[config.mk]
export PLATFORM = sky130hd
export DESIGN_NAME = branch_resolve_flat
export DESIGN_NICKNAME = d
export VERILOG_FILES = /design/src/rtl/branch_resolve_if.sv /design/src/rtl/branch_resolve.sv /design/src/flat_wrapper.sv
export SDC_FILE = /design/constraint.sdc
export NUM_CORES = 1
export LEC_CHECK = 0
export CAP_MARGIN = 30
export CELL_PAD_IN_SITES_DETAIL_PLACEMENT = 1
export CELL_PAD_IN_SITES_GLOBAL_PLACEMENT = 1
export CORE_ASPECT_RATIO = 0.75
export CORE_UTILIZATION = 37
export CTS_CLUSTER_DIAMETER = 50
export CTS_CLUSTER_SIZE = 30
export DETAILED_ROUTE_END_ITERATION = 16
export PLACE_DENSITY_LB_ADDON = 0.1
export SYNTH_ARGS = -nofsm -noshare
export SYNTH_HDL_FRONTEND = slang
export SYNTH_SLANG_ARGS = --single-unit
[constraint.sdc]
create_clock -name clk -period 2.03 [get_ports clk]
set_input_delay 0.203 -clock clk [delete_from_list [all_inputs] [get_ports clk]]
set_output_delay 0.203 -clock clk [all_outputs]
set_load 0.02 [all_outputs]
[src/rtl/branch_resolve_if.sv]
`default_nettype none
// ============================================================================
// Module      : branch_resolve_if
// Description : Compare/branch request and PC-redirect bundle for branch_resolve.
// Revision    : 1.0 - initial release
// ============================================================================
interface branch_resolve_if #(
    parameter int BIT_COUNT     = 8,
    parameter int BC_FLAG_COUNT = 2
);
    logic                     cmp_valid;
    logic [BC_FLAG_COUNT-1:0] bc_flags;
    logic                     br_valid;
    logic                     br_ready;
    logic [2:0]               br_cond;
    logic [BIT_COUNT-1:0]     br_pc;
    logic [BIT_COUNT-1:0]     br_offset;
    logic                     pc_load;
    logic [BIT_COUNT-1:0]     pc_target;
    logic                     br_taken;
    logic                     br_done;
    logic                     flush;
    logic [BC_FLAG_COUNT-1:0] flags_q;

    modport master (
        output cmp_valid, bc_flags, br_valid, br_cond, br_pc, br_offset,
        input  br_ready, pc_load, pc_target, br_taken, br_done, flush, flags_q
    );

    modport slave (
        input  cmp_valid, bc_flags, br_valid, br_cond, br_pc, br_offset,
        output br_ready, pc_load, pc_target, br_taken, br_done, flush, flags_q
    );
endinterface
`default_nettype wire

[src/rtl/branch_resolve.sv]
`default_nettype none
// ============================================================================
// Module      : branch_resolve
// Description : Latches comparator flags, resolves conditional branches,
//               issues the PC load and a fixed-length pipeline flush.
// Revision    : 1.0 - initial release
// ============================================================================
module branch_resolve #(
    parameter int BIT_COUNT     = 8,
    parameter int BC_FLAG_COUNT = 2,
    parameter int FLUSH_CYCLES  = 2
) (
    input  logic             clk,
    input  logic             rst,
    branch_resolve_if.slave  bus
);
    localparam int c_FLAG_EQ = 0;
    localparam int c_FLAG_GT = 1;

    typedef enum logic [1:0] {
        S_IDLE    = 2'd0,
        S_RESOLVE = 2'd1,
        S_FLUSH   = 2'd2
    } state_t;

    state_t                   r_state;
    logic [BC_FLAG_COUNT-1:0] r_flags;
    logic [3:0]               r_count;
    logic [2:0]               r_cond;
    logic [BIT_COUNT-1:0]     r_pc;
    logic [BIT_COUNT-1:0]     r_offset;
    logic [BIT_COUNT-1:0]     r_target;

    logic                     w_eq;
    logic                     w_gt;
    logic                     w_cond_true;
    logic                     w_resolve;
    logic                     w_load;
    logic [BIT_COUNT-1:0]     w_sum;

    assign w_eq = r_flags[c_FLAG_EQ];
    assign w_gt = r_flags[c_FLAG_GT];

    always_comb begin
        w_cond_true = 1'b0;
        case (r_cond)
            3'b000:  w_cond_true = 1'b1;
            3'b001:  w_cond_true = w_eq;
            3'b010:  w_cond_true = ~w_eq;
            3'b011:  w_cond_true = w_gt;
            3'b100:  w_cond_true = ~w_gt;
            3'b101:  w_cond_true = w_gt | w_eq;
            default: w_cond_true = 1'b0;
        endcase
    end

    // Equal-width add: the offset's sign extension is implicit and the carry drops out.
    assign w_sum     = r_pc + r_offset;
    assign w_resolve = (r_state == S_RESOLVE);
    assign w_load    = w_resolve & w_cond_true;

    always_ff @(posedge clk) begin
        if (rst) begin
            r_state  <= S_IDLE;
            r_flags  <= '0;
            r_count  <= 4'd0;
            r_cond   <= 3'd0;
            r_pc     <= '0;
            r_offset <= '0;
            r_target <= '0;
        end else begin
            // A compare arriving during a flush belongs to a squashed instruction.
            if (bus.cmp_valid && r_state != S_FLUSH) begin
                r_flags <= bus.bc_flags;
            end
            case (r_state)
                S_IDLE: begin
                    if (bus.br_valid) begin
                        r_cond   <= bus.br_cond;
                        r_pc     <= bus.br_pc;
                        r_offset <= bus.br_offset;
                        r_state  <= S_RESOLVE;
                    end
                end
                S_RESOLVE: begin
                    if (w_cond_true) begin
                        r_target <= w_sum;
                        r_count  <= 4'(FLUSH_CYCLES);
                        r_state  <= S_FLUSH;
                    end else begin
                        r_state  <= S_IDLE;
                    end
                end
                S_FLUSH: begin
                    r_count <= r_count - 4'd1;
                    if (r_count <= 4'd1) begin
                        r_state <= S_IDLE;
                    end
                end
                default: r_state <= S_IDLE;
            endcase
        end
    end

    assign bus.br_ready  = ~rst & (r_state == S_IDLE);
    assign bus.pc_load   = w_load;
    assign bus.pc_target = w_load ? w_sum : r_target;
    assign bus.br_taken  = w_load;
    assign bus.br_done   = w_resolve;
    assign bus.flush     = (r_state == S_FLUSH);
    assign bus.flags_q   = r_flags;
endmodule
`default_nettype wire
[src/flat_wrapper.sv]
// flat-port wrapper written by rule: the top's interface ports become plain ports
module branch_resolve_flat 
#(
    parameter int BIT_COUNT     = 8,
    parameter int BC_FLAG_COUNT = 2,
    parameter int FLUSH_CYCLES  = 2
)
  (clk, rst, bus_cmp_valid, bus_bc_flags, bus_br_valid, bus_br_cond, bus_br_pc, bus_br_offset, bus_br_ready, bus_pc_load, bus_pc_target, bus_br_taken, bus_br_done, bus_flush, bus_flags_q);
  branch_resolve_if #(.BIT_COUNT(BIT_COUNT), .BC_FLAG_COUNT(BC_FLAG_COUNT)) bus_i ();
  input  logic clk;
  input  logic rst;
  input wire logic [$bits(bus_i.cmp_valid)-1:0] bus_cmp_valid;
  input wire logic [$bits(bus_i.bc_flags)-1:0] bus_bc_flags;
  input wire logic [$bits(bus_i.br_valid)-1:0] bus_br_valid;
  input wire logic [$bits(bus_i.br_cond)-1:0] bus_br_cond;
  input wire logic [$bits(bus_i.br_pc)-1:0] bus_br_pc;
  input wire logic [$bits(bus_i.br_offset)-1:0] bus_br_offset;
  output wire logic [$bits(bus_i.br_ready)-1:0] bus_br_ready;
  output wire logic [$bits(bus_i.pc_load)-1:0] bus_pc_load;
  output wire logic [$bits(bus_i.pc_target)-1:0] bus_pc_target;
  output wire logic [$bits(bus_i.br_taken)-1:0] bus_br_taken;
  output wire logic [$bits(bus_i.br_done)-1:0] bus_br_done;
  output wire logic [$bits(bus_i.flush)-1:0] bus_flush;
  output wire logic [$bits(bus_i.flags_q)-1:0] bus_flags_q;
  assign bus_i.cmp_valid = bus_cmp_valid;
  assign bus_i.bc_flags = bus_bc_flags;
  assign bus_i.br_valid = bus_br_valid;
  assign bus_i.br_cond = bus_br_cond;
  assign bus_i.br_pc = bus_br_pc;
  assign bus_i.br_offset = bus_br_offset;
  assign bus_br_ready = bus_i.br_ready;
  assign bus_pc_load = bus_i.pc_load;
  assign bus_pc_target = bus_i.pc_target;
  assign bus_br_taken = bus_i.br_taken;
  assign bus_br_done = bus_i.br_done;
  assign bus_flush = bus_i.flush;
  assign bus_flags_q = bus_i.flags_q;
  branch_resolve #(.BIT_COUNT(BIT_COUNT), .BC_FLAG_COUNT(BC_FLAG_COUNT), .FLUSH_CYCLES(FLUSH_CYCLES)) u_core (.clk(clk), .rst(rst), .bus(bus_i));
endmodule
==> impl_metrics.ini <==
[power_and_ir_drop]
leakage_nw = 1.18
power.total_mw = 1.90
powerDensity_nw_per_um2 = 634
irDropWorstVdd_uv = 399

[routing]
top_layer = met4
wl_met1_um = 2930
vias = 1996
drt_iter0_markers = 92
vias_per_cell = 5.44
avgRoutedWirePerCell_um = 18.7
drc = 0
route.met3.wl_um = 234
dr.pass1.iters = 4
routed_wl_um = 6870
ant_nets = 0
route.met2.wl_um = 3560

[placement]
place.gp.congestion = 0.810
dp_hpwl_um = 3900
port_buffers = 39

[global_routing]
antenna_found_initial = 0
first_global_vias = 2062
track_usage = 0.249
overflow = 0
grt_max_degree = 33
grt_pass1_wl_um = 10100

[synthesis]
yosysTopAreaCellShare = 0.385
synthFlopType = dfxtp_1
synth_nets = 258
synth_edf_count = 0
avgSynthCellArea_um2 = 8.17
synth_warnings = 0
synth-seq-cells = 35
yosys.area.top_type = dfxtp_1
synth_area_leaders = dfxtp_1, nand2_1, a21oi_1
ys_async_sr_fraction = 0
synthesis.area_um2 = 1820
yosysSeqAreaShare = 0.385
synthCells = 223
synth_cell_types = 51

[worst_setup_path]
cp_slowest_cell = dfxtp_2
crit_chain = ha_4, inv_2, fa_2, nand2b_4, buf_6, a21o_1, a211oi_2, o21ai_2, buf_6
critPathRequiredTime_ns = 1.83
crit_type = flop to output port
arrival_ns = 2.16
worstPathMaxFanout = 3
critical_path.endpoint_type = output port
cp_slowest_stage_delay_ns = 0.36
cpMostUsedCell = buf_6
critPathLaunchType = flop

[timing]
fmax_ghz = 0.423
rsz0062_at_grt = true
min_period_ns = 2.36
fin_crit_sh = 1.16
final.setup_skew_ns = 0.00502
setup_viol = 7
worst_pin_slew_ns = 0.680
finalHoldViolCount = 0
maxSlewHeadroom = 0.546
finalMaxSlewViolations = 0
setup_ws_ns = -0.335

[clock_tree]
clockBufferDepth = 2
insertion_delay_ns = 0.30
ctsHoldBuffers = 0
clkTransAtPathRegs_ns = 0.07
cts-root-buf = clkbuf_8
clock_sinks = 35
cts_made_buffers = 5
cts_tree = done
h-tree-depth = 2

[finish]
syn2layout_area_growth_pct = 64.7
finish.utilization = 0.653
fillers = 529
finalNetCount = 345
drive_gt1_frac = 0.374
antenna_cells = 0

[run_status]
status = complete, but fails checks
violations = setup timing

[job]
maxCapViolCount = 0

[floorplanning]
die_area_um2 = 5210
die_h_um = 62.8
die_width_um = 83.0
num_rows = 21
io_pins = 40
start_util = 0.396
core_area_um2 = 4600

[min_path]
hold_path.class = input port to flop
critical path, delay by kind of cell, from the launching register on:
kind	cells	cell delay [ns]
DFF	1	0.36
AOI/OAI and AO/OA	3	0.52
buffers and inverters	3	0.30
and+or+nand+nor	1	0.18
adders and majority gates	2	0.50
where the power goes:
part	internal [mW]	leakage (nW)	total [mW]	switching [mW]
logic	0.304	0.844	0.600	0.296
clock network	0.266	0.0470	0.531	0.265
registers	0.734	0.291	0.772	0.0381
logic make-up after synthesis:
group                    after synthesis  synth area share
AO/OA/AOI/OAI                         67             0.239
XOR/XNOR                               3            0.0144
AND/OR/NAND/NOR                       89             0.235
buffers and inverters                 18            0.0460
flip-flops                            35             0.385
multiplexers                           1           0.00824
adder cells (fa/ha/maj)               10            0.0728
state kept, by name, summed over array words and instances, names as in the netlist:
signal,count
u_core.r_offset,8
u_core.r_pc,8
u_core.r_target,8
u_core.r_count,4
u_core.r_cond,3
u_core.bus.flags_q,2
u_core.r_state,2
cell type report:
class / count / area, um^2 / share of cell area
clock buffer: 6 / 82.6 / 0.0275
multi-input combinational: 170 / 1270 / 0.423
tap: 57 / 71.3 / 0.0238
timing repair buffer: 88 / 817 / 0.272
inverter: 10 / 40.0 / 0.0133
clock inverter: 1 / 5.00 / 0.00167
sequential: 35 / 716 / 0.239
cells in the mapped netlist, drive strengths merged (2+ instances only):
cell / number
nor2: 5
o21ai: 9
nand4: 2
o211ai: 2
nor2b: 5
nand2: 50
a211oi: 2
nor3: 5
dfxtp: 35
and2: 2
inv: 10
o21a: 3
or2: 2
a2111oi: 2
a21oi: 35
xnor2: 2
o31ai: 2
nand3: 8
buf: 5
ha: 9
a21boi: 3
clkbuf: 3
nand2b: 3
repair_timing:
| item | 4_1_cts | 5_1_grt |
|---|---|---|
| gates resized for setup | 90 | 23 |
| pin swaps | 21 | 11 |
| buffers inserted | 11 | 4 |
| endpoints found under the setup margin | 11 | 11 |
path summary, 6_finish.rpt:
check | slack [ns] | from | end | depth (start not counted)
worst max register to register | 0.03 | u_core.r_offset[0] | u_core.r_target[6] | 9
worst min register to register | 0.48 | u_core.r_offset[7] | u_core.r_offset[7] | 2
worst max-delay path | -0.33 | u_core.r_offset[0] | bus_pc_target[6] | 9
worst min-delay path | 0.45 | bus_br_pc[1] | u_core.r_pc[1] | 3
per-stage QoR:
| step | hold WS [ns] | setup TNS, ns | setup WS, ns | instances | instance area (um^2) |
|---|---|---|---|---|---|
| after floorplan | 0.325 | 0 | 0.0128 | 223 | 1830 |
| after global placement | 0.452 | -2.10 | -0.522 | 346 | 2530 |
| after detailed placement | 0.456 | -2.33 | -0.561 | 346 | 2530 |
| after CTS | 0.451 | -1.02 | -0.331 | 363 | 2880 |
| after global routing | 0.475 | -1.51 | -0.461 | 367 | 3000 |
| final | 0.446 | -1.03 | -0.335 | 367 | 3000 |
cells in the final DEF, fill, tap and decap left out, drive strengths merged, types with 2 or more instances in the layout:
cell type and n:
a21boi 3, or2 2, inv 10, ha 9, nor3 5, o21ai 9
a21oi 35, nor2 5, nor2b 5, nand3 8, a2111oi 2, o211ai 2
and2 2, clkdlybuf4s50 29, dfxtp 35, nand2 50, a211oi 2, o31ai 2
nand4 2, o21a 3, xnor2 2, buf 57, nand2b 3, clkbuf 6
metal layers:
layer / global-route usage / vias up
met4: 0.101 / 0
met1: 0.272 / 972
met5: 0 / -
met3: 0.0476 / 14
li1: - / 960
met2: 0.470 / 50
No activity file was read; power rests on OpenSTA's default activity.
